===== config.mk =====
export PLATFORM = sky130hd
export DESIGN_NAME = mem_access_unit
export DESIGN_NICKNAME = d
export VERILOG_FILES = /design/src/rtl/mem_access_unit_pkg.sv /design/src/rtl/mem_access_unit.sv
export SDC_FILE = /design/constraint.sdc
export NUM_CORES = 1
export LEC_CHECK = 0
export CORE_ASPECT_RATIO = 1.25
export CORE_MARGIN = 1.5
export CORE_UTILIZATION = 25
export DETAILED_ROUTE_END_ITERATION = 16
export PLACE_DENSITY_LB_ADDON = 0.1
export SYNTH_ARGS = -nofsm -noshare
export SYNTH_HDL_FRONTEND = slang
export SYNTH_SLANG_ARGS = --single-unit

===== constraint.sdc =====
create_clock -name clk -period 3.9 [get_ports clk]
set_input_delay 0.39 -clock clk [delete_from_list [all_inputs] [get_ports clk]]
set_output_delay 0.39 -clock clk [all_outputs]
set_load 0.01 [all_outputs]

===== src/rtl/mem_access_unit_pkg.sv =====
// Shared encodings for the memory access unit: command opcodes (also used by the
// CPU control unit) and the sequencer states.
package mem_access_unit_pkg;

  typedef enum logic [1:0] {
    OP_LOAD  = 2'b00,
    OP_STORE = 2'b01,
    OP_FILL  = 2'b10,
    OP_NOP   = 2'b11
  } op_e;

  typedef enum logic [1:0] {
    S_IDLE = 2'b00,
    S_RD   = 2'b01,
    S_WR   = 2'b10,
    S_FIN  = 2'b11
  } state_e;

endpackage


===== src/rtl/mem_access_unit.sv =====
// CPU-side initiator for data_memory: accepts byte load/store/fill bursts over a
// valid/ready command port and streams load bytes back over a valid/ready response.
module mem_access_unit
  import mem_access_unit_pkg::*;
#(
  parameter int ADDR_W = 8,
  parameter int DATA_W = 8,
  parameter int LEN_W  = 4
) (
  input  logic              clk,
  input  logic              rst_n,
  input  logic              req_valid,
  output logic              req_ready,
  input  logic [1:0]        req_op,
  input  logic [ADDR_W-1:0] req_addr,
  input  logic [LEN_W-1:0]  req_len,
  input  logic [DATA_W-1:0] req_wdata,
  output logic              rsp_valid,
  input  logic              rsp_ready,
  output logic [DATA_W-1:0] rsp_rdata,
  output logic              done,
  output logic              busy,
  output logic [ADDR_W-1:0] mem_address,
  output logic [DATA_W-1:0] mem_write_data,
  output logic              mem_write,
  output logic              mem_read,
  input  logic [DATA_W-1:0] mem_read_data
);

  localparam logic [LEN_W:0] ONE_BEAT = (LEN_W + 1)'(1);

  state_e            state_q, state_d;
  logic [ADDR_W-1:0] addr_q;
  logic [DATA_W-1:0] wdata_q;
  logic [LEN_W:0]    beats_q;
  logic              accept;
  logic              rd_fire;

  assign accept = req_valid && (state_q == S_IDLE);
  // A read is issued only while beats remain and the response slot is free or draining,
  // so a stalled consumer never loses a byte.
  assign rd_fire = (state_q == S_RD) && (beats_q != '0) && (!rsp_valid || rsp_ready);

  // NOTE: sequential state uses non-blocking assignments so every register samples
  // pre-edge values, independent of process evaluation order.
  always_ff @(posedge clk or negedge rst_n) begin
    if (!rst_n) state_q <= S_IDLE;
    else        state_q <= state_d;
  end

  // NOTE: every always_comb output gets a default first; a missed branch would
  // otherwise infer a latch.
  always_comb begin
    state_d = state_q;
    unique case (state_q)
      S_IDLE: begin
        if (req_valid) begin
          unique case (op_e'(req_op))
            OP_LOAD:           state_d = S_RD;
            OP_STORE, OP_FILL: state_d = S_WR;
            OP_NOP:            state_d = S_FIN;
            default:           state_d = S_IDLE;
          endcase
        end
      end
      S_WR:    if (beats_q == ONE_BEAT) state_d = S_FIN;
      S_RD:    if ((beats_q == '0) && rsp_valid && rsp_ready) state_d = S_FIN;
      S_FIN:   state_d = S_IDLE;
      default: state_d = S_IDLE;
    endcase
  end

  always_comb begin
    req_ready      = (state_q == S_IDLE);
    busy           = (state_q != S_IDLE);
    done           = (state_q == S_FIN);
    mem_write      = (state_q == S_WR);
    mem_read       = rd_fire;
    mem_address    = addr_q;
    mem_write_data = wdata_q;
  end

  always_ff @(posedge clk or negedge rst_n) begin
    if (!rst_n) begin
      addr_q    <= '0;
      wdata_q   <= '0;
      beats_q   <= '0;
      rsp_valid <= 1'b0;
      rsp_rdata <= '0;
    end else begin
      if (accept) begin
        addr_q  <= req_addr;
        wdata_q <= req_wdata;
        unique case (op_e'(req_op))
          OP_STORE:         beats_q <= ONE_BEAT;
          OP_LOAD, OP_FILL: beats_q <= {1'b0, req_len} + ONE_BEAT;
          default:          beats_q <= '0;
        endcase
      end else if ((state_q == S_WR) || rd_fire) begin
        // Address wraps modulo 2^ADDR_W, so bursts roll over silently.
        addr_q  <= addr_q + ADDR_W'(1);
        beats_q <= beats_q - ONE_BEAT;
      end

      if (rd_fire) begin
        rsp_rdata <= mem_read_data;
        rsp_valid <= 1'b1;
      end else if (rsp_ready) begin
        rsp_valid <= 1'b0;
      end
    end
  end

endmodule

==> summary.txt <==
Status
  – Status: finished clean

Power
  – Net Switching: ~740 uW
  – Switching fraction of total power: 37.1%
  – Int Power: 1260 uW
  – Leakage: about 0.0011 uW
  – Seq pwr share: around a third
  – Power share of the clock group: ~16%
  – VDD IR max: 0.000384 V
  – Combinational power share: 52.4%
  – Pwr/cell area: 771 nW/um2

Route
  – Pre-antenna DRT Iters: 4
  – Drt wl/cell: 12.9 um
  – Vias after detailed routing: roughly 1500
  – DRT antenna net count: 0
  – Post-detailed-route DRC marker count: 0
  – Total Wirelength: 4310 um
  – DRT iter0 DRCs: 31
  – Vias per cell: 4.48

Worst hold path
  – Min-Delay Path Depth: 2
  – Hold Crit Start: mem_write_data[6]
  – Hold Path Class: register to register
  – Hold Path End: mem_write_data[6]

CTS
  – Clk slew on worst S/H paths: 0.07 ns
  – Max Root-Sink Buffers: 2
  – Total CTS buffers: 5
  – Setup Buffers After CTS: 0
  – CTS tree: yes
  – Root buf cell: clkbuf_8
  – Clock Sinks: 32
  – Clock Latency Late Sink: ~0.28 ns
  – CTS resizes: 0
  – Hold-fix buffers, CTS: 0
  – # H-tree levels: 2

Yosys
  – Yosys reg bits: 32
  – Top FF cell, synth: dfrtp_1
  – Synth cell count leaders: 37 x nand2_1, 32 x dfrtp_1, 12 x ha_1, 12 x inv_1, 10 x mux2_2
  – Synth area leader: dfrtp_1
  – Synthesized instance count: 177
  – Seq/Total Area, Yosys: 45.3%
  – Top-count cell post-synth: nand2_1
  – Asr flop ratio synth: 100%
  – Avg Cell Area, Syn: 9.99 um2
  – Yosys Warn Count: 0
  – Synth Net Count: 223
  – Yosys cell types: 38
  – Ranking of synthesized cells by area: dfrtp_1 45%, ha_1 8.5%, nand2_1 7.9%, mux2_2 6.4%, inv_1 2.5%
  – Cell Area, Synth: 1770 um2
  – Synth top area share: 45.3%
  – Post-synth EDFFs: 0

Worst setup path
  – Reg-to-reg startpoint: beats_q[0]
  – Worst setup path class: register to primary output
  – CP required: 3.51 ns
  – Worst Reg-to-Reg Cells: 6
  – CP Launch Type: register
  – Crit. End Element: primary output
  – Crit path DAT: 2.26 ns
  – Crit path max fanout: 9
  – R2R setup slack: 1.68 ns
  – CP startpoint: beats_q[0]
  – Worst r2r dst: beats_q[3]

Finish
  – Synth-to-layout area growth: 46.4%
  – Diode count: 0
  – Share of layout cells above drive strength 1: 13.5%
  – Post-layout nets: 289
  – Finished Layout Cells: 334

Timing
  – Clock Skews: 0.00311 ns
  – Slew headroom: 60.0%
  – FMAX: 0.378 GHz
  – Slew @ Worst Pin: 0.599 ns
  – Final period utilization: between 60% and 70%
  – Unrepaired setup endpoints after global routing: false
  – Fin. Hold Viols: 0
  – Final setup violation count: 0
  – Setup TNS: 0 ns
  – Max Slew Vio Count: 0
  – Final min period: 2.65 ns

Floorplan
  – Starting Density: between 20% and 30%
  – Die Wd: 78.2 um
  – Die area: 7590 um2
  – Floorplan core area: between 6000 and 7000 um2
  – Die H: 97.0 um
  – I/O pins: 64
  – FP Rows: 34

GRT
  – First-pass GRT wire length: 7480 um
  – Largest net degree at the start of global routing: 33
  – Gr usage total: 12.4%
  – Gr ovfl total: 0
  – Vias in the first global route: between 1500 and 2000
  – Initial antenna violation count: 0

Placement
  – PortBufs: 63
  – Hpwl dp: 3160 um
  – Placed cells: 326
  – Routability cong.: 0.725

Job
  – Max-cap violations: 0
## registers in the layout, summed over array words and instances (netlist names)
| signal | cells |
|---|---|
| rsp_valid | 1 |
| beats_q | 5 |
| rsp_rdata | 8 |
| state_q | 2 |
| mem_address | 8 |
| mem_write_data | 8 |
## power by group through the flow
| stage | Clock, uW | Sequential (uW) | Combinational, uW |
|---|---|---|---|
| finish | 319 | 630 | 1050 |
| global route | 346 | 657 | 1170 |
| global placement | 0 | 635 | 1060 |
| CTS | 332 | 632 | 1060 |
| detailed placement | 0 | 638 | 1060 |
| floorplan | 0 | 674 | 593 |
## metal layers
layer	track usage, %	wire (um)	share of wire, %	up-vias
met3	3.02	209	4.9	6
met5	0	0	0	-
met1	15.2	1950	45	700
met2	20.7	2060	48	39
met4	4.81	82	1.9	0
li1	-	-	-	752
## cells by family after synthesis
logic type,synth area share [%]
simple gates,19.6
flops,45.3
compound gates,12.5
buf+inv,5.17
fa+ha+maj,8.49
mux,6.94
xor+xnor,1.98
## worst max-delay path by stage
stage / end / cells past startpoint
after global routing: mem_read / 6
after global placement: mem_read / 6
after CTS: mem_read / 6
final: mem_read / 6
after detailed placement: mem_read / 6
after floorplan: mem_address[0] / 8
## critical path, stage by stage (launching register included)
cell             delay (ns)
dfrtp_1                0.40
inv_1                  0.09
ha_1                   0.21
or4b_4                 0.52
nand3_2                0.23
inv_1                  0.06
clkdlybuf4s50_1        0.47
## cell usage in the layout (no fill, tap or decap), types with 5 or more instances in the layout
cell and instances:
inv_1 12, dfrtp_1 32, o21ai_0 7, clkbuf_8 5, a31oi_1 5, ha_1 12
nor2_1 9, mux2_2 10, clkdlybuf4s50_1 63, nand2_1 37
## metrics by stage
step	cell area, um2	utilization, %	total power [uW]	worst slack [ns]	hold slack (ns)
after floorplan	1770	-	1270	1.96	0.0944
after global placement	2480	36.0	1690	1.56	0.460
after detailed placement	2480	36.0	1700	1.54	0.462
after CTS	2590	37.5	2030	1.22	0.480
after global routing	2590	37.5	2170	1.12	0.518
final	2590	37.5	1990	1.25	0.478
## area by class of cell
class                   count  area (um2)
fillers                   705        4300
multi-input cells         127         876
inverters                  12        45.0
clock inverters             2        35.0
flip-flops and latches     32         801
well taps                  90         113
clock buffers               6        72.6
repair buffers             65         646
(Power assumes the default switching activity.)
